### src/rtl/blk_mem_gen_rom_pkg.sv
// Shared constants and content tables for the operand ROMs of the display datapath.
package blk_mem_gen_pkg;

    localparam int ROM_ADDR_W = 3;
    localparam int ROM_DATA_W = 18;
    localparam int ROM_DEPTH  = 1 << ROM_ADDR_W;

    typedef logic [ROM_DATA_W-1:0] rom_word_t;

    localparam rom_word_t ROM_DEFAULT_INIT [0:ROM_DEPTH-1] = '{
        18'd12, 18'd34, 18'd56, 18'd78, 18'd90, 18'd123, 18'd456, 18'd789
    };

    // Selector 1 is the all-zero table; any other selector falls back to the default table.
    function automatic rom_word_t rom_init(input int sel, input int idx);
        if (sel == 1 || idx < 0 || idx >= ROM_DEPTH) begin
            return '0;
        end
        return ROM_DEFAULT_INIT[idx[ROM_ADDR_W-1:0]];
    endfunction

endpackage

### src/rtl/blk_mem_gen_rom.sv
// Single-port synchronous ROM with registered output; defining BLK_MEM_OUT_REG_EN
// adds a second output register (read latency 2 instead of 1).
module blk_mem_gen_rom
    import blk_mem_gen_pkg::*;
#(
    parameter int ADDR_W   = 3,
    parameter int DATA_W   = 18,
    parameter int INIT_SEL = 0
) (
    input  logic              clka,
    input  logic              reset,
    input  logic [ADDR_W-1:0] addra,
    output logic [DATA_W-1:0] douta
);

    localparam int DEPTH = 1 << ADDR_W;

    logic [DATA_W-1:0] mem [DEPTH];

    // Contents are constants; the cast zero-extends or truncates each entry to DATA_W.
    for (genvar i = 0; i < DEPTH; i++) begin : g_init
        assign mem[i] = DATA_W'(rom_init(INIT_SEL, i));
    end

    logic [DATA_W-1:0] rd_p0;

    // stage 0: array read register
    always_ff @(posedge clka) begin
        if (reset) begin
            rd_p0 <= '0;
        end else begin
            rd_p0 <= mem[addra];
        end
    end

`ifdef BLK_MEM_OUT_REG_EN
    logic [DATA_W-1:0] rd_p1;

    // stage 1: extra output register
    always_ff @(posedge clka) begin
        if (reset) begin
            rd_p1 <= '0;
        end else begin
            rd_p1 <= rd_p0;
        end
    end

    assign douta = rd_p1;
`else
    assign douta = rd_p0;
`endif

endmodule

### config.mk
export PLATFORM = sky130hd
export DESIGN_NAME = blk_mem_gen_rom
export DESIGN_NICKNAME = d
export VERILOG_FILES = /design/src/rtl/blk_mem_gen_rom_pkg.sv /design/src/rtl/blk_mem_gen_rom.sv
export SDC_FILE = /design/constraint.sdc
export NUM_CORES = 1
export LEC_CHECK = 0
export ABC_AREA = 1
export ABC_CLOCK_PERIOD_IN_PS = 1050
export BUFFER_PORTS_ARGS = -buffer_cell sky130_fd_sc_hd__buf_2
export CORE_AREA = 2 2 39 41
export CTS_BUF_LIST = sky130_fd_sc_hd__clkbuf_16
export CTS_CLUSTER_DIAMETER = 150
export DETAILED_ROUTE_END_ITERATION = 10
export DIE_AREA = 0 0 41 43
export RECOVER_POWER = 50
export SYNTH_ARGS = -nofsm -noshare
export SYNTH_HDL_FRONTEND = slang
export SYNTH_SLANG_ARGS = --single-unit
### constraint.sdc
create_clock -name clka -period 1.05 [get_ports clka]
set_clock_uncertainty 0.05 [all_clocks]
set_input_delay 0.21 -clock clka [delete_from_list [all_inputs] [get_ports clka]]
set_output_delay 0.21 -clock clka [all_outputs]
set_load 0.02 [all_outputs]
==> results by group, run 1 <==
Placed design
  – DP Wirelength: 587 µm
  – Worst slack, placed: -0.00966 ns
  – GPL Wtd Cong: 0.704
  – Port bufs: 14
  – Placed Instances: 84

Logic synthesis
  – Post-synthesis adder-cell area fraction: ~16%
  – Main combinational cell family by area after synthesis: buffers and inverters
  – Synth top area share: 43.0%
  – Dominant cells by area after synthesis: dfxtp_1 43%, ha_1 16%, buf_4 13%, nand2_1 5.6%, nor2_1 5.6%
  – Register bit total from synthesis: 10
  – Mapped Cells: 54
  – Post-synthesis cell type count: 13
  – Largest area contributor in the netlist: dfxtp_1
  – Simple-gate share of the synthesized area: 17.2%
  – Sequential share of the synthesized area: a little over two fifths
  – YS warnings: 0
  – Post-Syn Area per Cell: 8.62 µm²
  – Compound-Gate Fraction of Synth Area: 4.30%
  – Post-Synth XOR/XNOR Area: 0%
  – Proportion of synthesized area in mux cells: 0%
  – Mapped cell area: roughly 470 µm²

Global routing
  – Largest net degree at the start of global routing: 7
  – Antenna violations before repair: 0
  – Vias in the first global route: 284
  – Global-route wire length before repair: about 1.1 mm
  – Gr usage total: 10.2%
  – Total gr overflow: 0

Detailed routing
  – Vias per inst: 3.92
  – Total vias in the final route: 341
  – Final Routed Wirelength: about 720 µm
  – Residual DRC: 0
  – Pre-antenna DRT Iters: 2
  – Initial DRC Count: 2
  – Antenna viol nets, final: 0
  – Drt wl/cell: between 8 and 9 µm

CTS
  – Total setup buffers inserted after CTS: 0
  – Clock sink count: 10
  – Clock slew at reported path FFs: 0.04 ns
  – Cts hold-fix bufs: 0
  – CTS max path bufs: 2
  – TritonCTS Buffers: 3
  – CTS tree: yes
  – H-Tree Level Count: 1
  – Root Buffer: clkbuf_16
  – Post-CTS sizing: 0

Worst setup path
  – CP Data Arrival Time: just under 0.7 ns
  – Critical Path RT: 0.79 ns
  – Critical Path Max Stage Delay: 0.29 ns
  – Crit-path cells: buf_2
  – CP max stage cell: dfxtp_1
  – Crit start category: flop
  – Worst path top cell family by delay: flip-flops
  – Worst-path fanout max: 1
  – Crit end category: output port
  – Critical path buffers and inverters: 1
  – Setup CP Type: reg2out

Cells and area
  – Area growth syn-to-layout: 30.6%
  – Nets@finish: 84
  – Layout cells sized above 1: 26.8%
  – Max FFs per register: 10
  – Final non-filler cell total: a little under 90
  – Commonest non-fill, non-tap cell in the layout: buf_2
  – Diode count: 0
  – # fillers: 145
  – Commonest cells after routing, fill and taps aside: 13 x buf_2, 10 x dfxtp_1, 8 x nand2_1, 8 x conb_1, 7 x nor2_1

Die
  – Die X: about 40 µm
  – # rows: 14
  – Die height: around 43 µm
  – Ports: 23
  – Starting Density: 33.6%
  – CORE AREA: 1380 µm²
  – Die area: 1760 µm²

Timing
  – Final TNS setup: 0 ns
  – Max Freq: between 1000 and 1500 MHz
  – RSZ-0062 raised after global routing: false
  – Final Max Tran Viols: 0
  – Setup WS post-layout: about 0.11 ns
  – Period utilization: 89.4%
  – Setup Viol. Count Final: 0
  – Min Tclk post-route: 0.939 ns
  – Fin. Hold Viols: 0

Power and ir drop
  – Max IR drop VDD: 0.000688 V
  – Power Total: ~1.2 mW
  – Pleak: 0.337 nW
  – Power Density: 1980 nW/µm²

Outcome
  – Status: completed

Flow run
  – Number of max-cap violations: 0

Worst hold path
  – Worst hold path class: in2reg
==> through the flow <==
step	area (µm²)	util, %	hold slack [ns]
after floorplan	492	-	0.229
after global placement	542	39.2	0.380
after detailed placement	542	39.2	0.380
after CTS	617	44.6	0.137
after global routing	608	43.9	0.140
final	608	43.9	0.128
==> Yosys cell counts <==
library cell	count
a21oi_1	3
buf_4	8
conb_1	1
dfxtp_1	10
ha_1	6
inv_1	5
inv_2	2
nand2_1	7
nand2_2	2
nand3_1	1
nor2_1	7
nor3_2	1
o21ai_1	1
==> per-layer routing <==
layer | global-route usage [%] | routed length, µm | vias to the layer above
met5 | 0 | 0 | -
met4 | 10.0 | 23 | 0
met3 | 4.71 | 80 | 2
met2 | 13.4 | 330 | 18
met1 | 11.3 | 280 | 142
li1 | - | - | 179
==> cells by family after synthesis <==
kind of cell,after synthesis
adder cells (fa/ha/maj),6
flip-flops,10
AO/OA/AOI/OAI,4
other,1
AND/OR/NAND/NOR,18
buffers and inverters,15
==> area by class of cell <==
class | count | area (µm²) | area share [%]
Multi-Input combinational cell | 36 | 198 | 32.5
Timing Repair Buffer | 15 | 88.8 | 14.6
Inverter | 7 | 26.3 | 4.32
Clock buffer | 3 | 75.1 | 12.3
Sequential cell | 10 | 200 | 32.9
Tap cell | 16 | 20.0 | 3.29
==> where the power goes <==
group	switching [mW]	internal [mW]	leakage (nW)
logic	0.103	0.0445	0.217
clock network	0.158	0.492	0.0370
registers	0.00360	0.403	0.0827
total	0.265	0.939	0.337
==> path summary, 6_finish.rpt <==
check / startpoint / endpoint / cells past startpoint
worst min-delay path: reset / douta[3] / 2
worst max-delay path: douta[7] / douta[7] / 1
(Power assumes the default switching activity.)
==> inputs of run 2 (changes only) <==
- CTS_BUF_LIST: sky130_fd_sc_hd__clkbuf_16 -> not set
- HOLD_SLACK_MARGIN: not set -> 0.06
==> run 2 against run 1 <==
Maximum frequency is 3.0% lower. Sequential power hardly changed. Worst hold slack worse by 0.027 ns. Combinational power is 5% lower. Wire length is 2.9% lower. Sequential share of layout area is 4.2 points higher. First-iteration DRC count is 100% lower. Flip-flop and latch count stayed put. Critical endpoint is now douta[6]. Highest routed layer unchanged.
==> results by group, run 2 (same netlist as run 1, synthesis figures left out) <==
Outcome
  – Status: completed

Timing
  – RSZ-0062 raised after global routing: false
  – Final TNS setup: 0 ns (unchanged)
  – Min Tclk post-route: 0.968 ns (+0.0292 ns)
  – Period utilization: 92.2% (+2.8 points)
  – Fin. Hold Viols: 0 (unchanged)
  – Setup Viol. Count Final: 0 (unchanged)
  – Max Freq: 1030 MHz (-3.0%)
  – Final Max Tran Viols: 0 (unchanged)

Worst setup path
  – Crit start category: flop
  – Worst-path fanout max: 1 (unchanged)
  – CP Data Arrival Time: 0.71 ns (+0.03 ns)
  – Crit end category: output port
  – Critical path buffers and inverters: 1 (unchanged)
  – Worst path top cell family by delay: flip-flops
  – Crit-path cells: buf_2
  – Setup CP Type: reg2out
  – CP max stage cell: dfxtp_1
  – Critical Path Max Stage Delay: 0.30 ns (about the same)
  – Critical Path RT: 0.79 ns (about the same)

Placed design
  – GPL Wtd Cong: 0.704 (unchanged)
  – Port bufs: 14 (unchanged)
  – Placed Instances: 84 (unchanged)
  – Placed cell area: 542 µm² (unchanged)
  – DP Wirelength: 587 µm (unchanged)

Global routing
  – Largest net degree at the start of global routing: 7 (unchanged)
  – Global-route wire length before repair: 1.12 mm (-1.2%)
  – Vias in the first global route: 285 (+0.35%)
  – Gr usage total: 10.3% (+0.10 points)
  – Total gr overflow: 0 (unchanged)
  – Antenna violations before repair: 0 (unchanged)

CTS
  – TritonCTS Buffers: 3 (unchanged)
  – H-Tree Level Count: 1 (unchanged)
  – Root Buffer: clkbuf_4
  – CTS tree: yes
  – Clock sink count: 10 (unchanged)
  – Clock slew at reported path FFs: 0.05 ns (about the same)
  – Post-CTS sizing: 0 (unchanged)
  – Cts hold-fix bufs: 0 (unchanged)
  – Total setup buffers inserted after CTS: 0 (unchanged)
  – CTS max path bufs: 2 (unchanged)

Detailed routing
  – Final Routed Wirelength: 694 µm (-2.9%)
  – Total vias in the final route: 342 (+0.29%)
  – Drt wl/cell: 7.98 µm (-2.9%)
  – Residual DRC: 0 (unchanged)
  – Vias per inst: 3.93 (+0.29%)
  – Initial DRC Count: 0 (-2)
  – Pre-antenna DRT Iters: 1 (-1)
  – Antenna viol nets, final: 0 (unchanged)

Cells and area
  – Diode count: 0 (unchanged)
  – Layout cells sized above 1: 25.4% (-1.4 points)
  – Area of the multi-input gates: 198 µm² (unchanged)
  – Core Util, Final: 39.0% (-5.0 points)
  – Nets@finish: 84 (unchanged)
  – Final non-filler cell total: 87 (unchanged)
  – Commonest non-fill, non-tap cell in the layout: buf_2
  – Area growth syn-to-layout: 15.9%
  – Commonest cells after routing, fill and taps aside: 13 x buf_2, 10 x dfxtp_1, 8 x nand2_1, 8 x conb_1, 7 x nor2_1
  – Max FFs per register: 10 (unchanged)
  – Post-route cell area: 539 µm² (-11%)
  – # fillers: 157 (+8.3%)
  – FF+latch area: 200 µm² (unchanged)

Die
  – Die X: 41 µm (unchanged)
  – Die height: 43 µm (unchanged)
  – Die area: 1760 µm² (unchanged)
  – Ports: 23 (unchanged)
  – CORE AREA: 1380 µm² (unchanged)
  – Starting Density: 33.6% (unchanged)
  – # rows: 14 (unchanged)

Worst hold path
  – Worst hold path class: in2reg

Power and ir drop
  – Pleak: 0.305 nW (-9.3%)
  – Power Density: 1460 nW/µm² (-26%)
  – Power Total: 0.785 mW (-35%)
  – Max IR drop VDD: 0.000698 V (+1.5%)

Flow run
  – Number of max-cap violations: 0 (unchanged)
run 2: cell type report:
cell class	instances	area share [%]
clock buffers	3	4.18
inverters	7	4.87
multi-input cells	36	36.7
flip-flops and latches	10	37.1
well taps	16	3.71
repair buffers	15	13.5
run 2: metrics by stage:
stage,setup slack (ns),hold slack [ns]
final,0.0818,0.101
after detailed placement,-0.00966,0.380
after floorplan,0.223,0.229
after global placement,0.00118,0.380
after CTS,0.0686,0.107
after global routing,0.00741,0.0977
run 2: worst paths after layout:
check,from,end,slack (ns),depth (start not counted)
worst max-delay path,douta[6],douta[6],0.08,1
worst min-delay path,reset,douta[3],0.10,2
run 2: power by group:
group / internal, mW / switching [mW] / total [mW]
clock network: 0.131 / 0.110 / 0.241
registers: 0.401 / 0.00360 / 0.404
logic: 0.0383 / 0.102 / 0.140
run 2: metal layers:
layer | part of all wire (%) | wire length, µm | vias up | global-route usage, %
met3 | 11 | 74 | 5 | 4.71
met4 | 5.6 | 39 | 0 | 12.0
li1 | - | - | 180 | -
met5 | 0 | 0 | - | 0
met1 | 39 | 269 | 139 | 10.9
met2 | 45 | 310 | 18 | 13.1
==> inputs of run 3 (changes only) <==
- ABC_AREA: 1 -> 0
==> run 3 against run 2 <==
First-iteration DRC count up 1. Sequential share of layout area shrank 2.3 points. Wire length shrank 4.2%. Utilization up 2.5 points. Largest power group unchanged. Critical path type unchanged. Setup slack improved by 0.0044 ns. Die area unchanged. Global-route usage shrank 0.12 points. Via count decreased by 6.7%. Count of clock-buffer cells in the layout unchanged.
==> results by group, run 3 <==
Placed design
  – Port bufs: 14 (unchanged)
  – GPL Wtd Cong: 0.681 (-3.2%)
  – Placed Instances: 80 (-4.8%)
  – DP Wirelength: 561 µm (-4.4%)

Logic synthesis
  – Dominant cells by area after synthesis: dfxtp_1 42%, ha_1 16%, buf_4 13%, and2_1 3.9%, nor2b_1 3.9%
  – Top cells by count, synth: 10 x dfxtp_1, 8 x buf_4, 6 x ha_1
  – Sequential share of the synthesized area: 42.1% (-0.91 points)
  – Mapped cell area: 475 µm² (+2.2%)
  – Share of flip-flops with an asynchronous set or reset: 0% (unchanged)
  – Largest area contributor in the netlist: dfxtp_1
  – Post-synthesis cell type count: 17 (+4)
  – Top FF cell, synth: dfxtp_1
  – Post-Syn Area per Cell: 10.1 µm² (+17%)
  – YS warnings: 0 (unchanged)
  – EDFF count, synth: 0 (unchanged)
  – Synth top area share: 42.1% (-0.91 points)
  – Mapped Cells: 47 (-13%)
  – Register bit total from synthesis: 10 (unchanged)
  – Leading cell type by number of instances after synthesis: dfxtp_1

Cells and area
  – Commonest non-fill, non-tap cell in the layout: buf_2
  – Diode count: 0 (unchanged)
  – Layout cells sized above 1: 29.9% (+4.5 points)
  – Area growth syn-to-layout: 20.8%
  – Nets@finish: 80 (-4.8%)
  – Commonest cells after routing, fill and taps aside: 12 x buf_2, 10 x dfxtp_1, 8 x conb_1, 6 x ha_1, 4 x clkbuf_4
  – Max FFs per register: 10 (unchanged)
  – Final non-filler cell total: 83 (-4.6%)

Global routing
  – Largest net degree at the start of global routing: 12 (+5)
  – Global-route wire length before repair: 1.12 mm (unchanged)
  – Antenna violations before repair: 0 (unchanged)
  – Total gr overflow: 0 (unchanged)
  – Gr usage total: 10.2% (-0.12 points)
  – Vias in the first global route: 292 (+2.5%)

CTS
  – Post-CTS sizing: 0 (unchanged)
  – Cts hold-fix bufs: 0 (unchanged)
  – CTS max path bufs: 2 (unchanged)
  – Total setup buffers inserted after CTS: 0 (unchanged)
  – CTS tree: yes
  – H-Tree Level Count: 1 (unchanged)
  – Clock sink count: 10 (unchanged)
  – TritonCTS Buffers: 3 (unchanged)
  – Clock slew at reported path FFs: 0.06 ns (about the same)
  – Root Buffer: clkbuf_4

Detailed routing
  – Vias per inst: 3.84 (-2.2%)
  – Pre-antenna DRT Iters: 4 (+3)
  – Total vias in the final route: 319 (-6.7%)
  – Initial DRC Count: 1 (+1)
  – Drt wl/cell: 8.01 µm (+0.44%)
  – Residual DRC: 0 (unchanged)
  – Final Routed Wirelength: 665 µm (-4.2%)
  – Antenna viol nets, final: 0 (unchanged)

Worst setup path
  – Critical path buffers and inverters: 1 (unchanged)
  – Critical Path Max Stage Delay: 0.30 ns (about the same)
  – Crit start category: flop
  – Crit end category: output port
  – Crit-path cells: buf_2
  – CP max stage cell: dfxtp_1
  – Worst-path fanout max: 1 (unchanged)
  – CP Data Arrival Time: 0.70 ns (about the same)
  – Worst path top cell family by delay: flip-flops
  – Setup CP Type: reg2out
  – Critical Path RT: 0.79 ns (about the same)

Timing
  – RSZ-0062 raised after global routing: false
  – Final TNS setup: 0 ns (unchanged)
  – Setup Viol. Count Final: 0 (unchanged)
  – Min Tclk post-route: 0.964 ns (-0.00439 ns)
  – Final Max Tran Viols: 0 (unchanged)
  – Period utilization: 91.8% (-0.42 points)
  – Max Freq: 1040 MHz (+0.46%)
  – Fin. Hold Viols: 0 (unchanged)

Outcome
  – Status: completed

Die
  – # rows: 14 (unchanged)
  – CORE AREA: 1380 µm² (unchanged)
  – Die area: 1760 µm² (unchanged)
  – Ports: 23 (unchanged)
  – Starting Density: 34.4% (+0.72 points)
  – Die height: 43 µm (unchanged)
  – Die X: 41 µm (unchanged)

Power and ir drop
  – Power Density: 1380 nW/µm² (-5.3%)
  – Pleak: 0.305 nW (-0.25%)
  – Max IR drop VDD: 0.000307 V (-56%)

Worst hold path
  – Worst hold path class: in2reg

Flow run
  – Number of max-cap violations: 0 (unchanged)
==> run 3: cell count changes in the layout (fill, tap and decap cells not counted), sizes merged, moves of 2 or more <==
cell    delta
nor2b      +3
nand2      -9
nand2b     +2
and2       +3
nor2       -4
clkbuf     +2
buf        +2
a211oi     +2
inv        -5
==> run 3: path summary, 6_finish.rpt <==
path | slack [ns] | cells past startpoint | startpoint | endpoint
min | 0.15 | 2 | reset | douta[3]
max | 0.09 | 1 | douta[7] | douta[7]
==> run 3: cells by family (layout without fill, tap and decap cells) <==
kind of cell             count (synthesis)  in the layout  share of synthesized area, %
AND/OR/NAND/NOR                         14             14                          16.6
other                                    1              8                         0.789
AO/OA/AOI/OAI                            4              4                          6.05
buffers and inverters                   11             24                          16.6
flip-flops                              10             10                          42.1
multiplexers                             1              1                          2.11
adder cells (fa/ha/maj)                  6              6                          15.8
==> run 3: metrics by stage <==
stage | setup WS, ns | hold slack (ns) | area, µm² | power [mW] | util, %
after CTS | 0.0671 | 0.135 | 581 | 0.813 | 42.0
after global routing | 0.0205 | 0.126 | 574 | 0.850 | 41.5
final | 0.0862 | 0.146 | 574 | 0.792 | 41.5
after detailed placement | -0.0518 | 0.410 | 558 | 0.568 | 40.3
after floorplan | 0.166 | 0.222 | 502 | 0.536 | -
after global placement | -0.0253 | 0.411 | 558 | 0.567 | 40.3
==> run 3: layout make-up <==
type                            count  area, µm²
Multi-Input combinational cell     33        223
Timing Repair Buffer               19        101
Fill cell                         141        810
Clock buffer                        3       22.5
Sequential cell                    10        200
Tap cell                           16       20.0
Inverter                            2       7.51
==> run 3: layer usage <==
layer  global-route usage, %  vias to the layer above  wire length [µm]
li1                        -                      171                 -
met1                    9.58                      129               248
met2                    15.0                       17               335
met3                    3.14                        2                59
met4                    12.0                        0                22
met5                       0                        -                 0
==> run 3: power breakdown <==
group / leakage, nW / switching [mW] / internal, mW
registers: 0.0827 / 0.00364 / 0.401
logic: 0.208 / 0.0983 / 0.0514
clock network: 0.0138 / 0.106 / 0.131
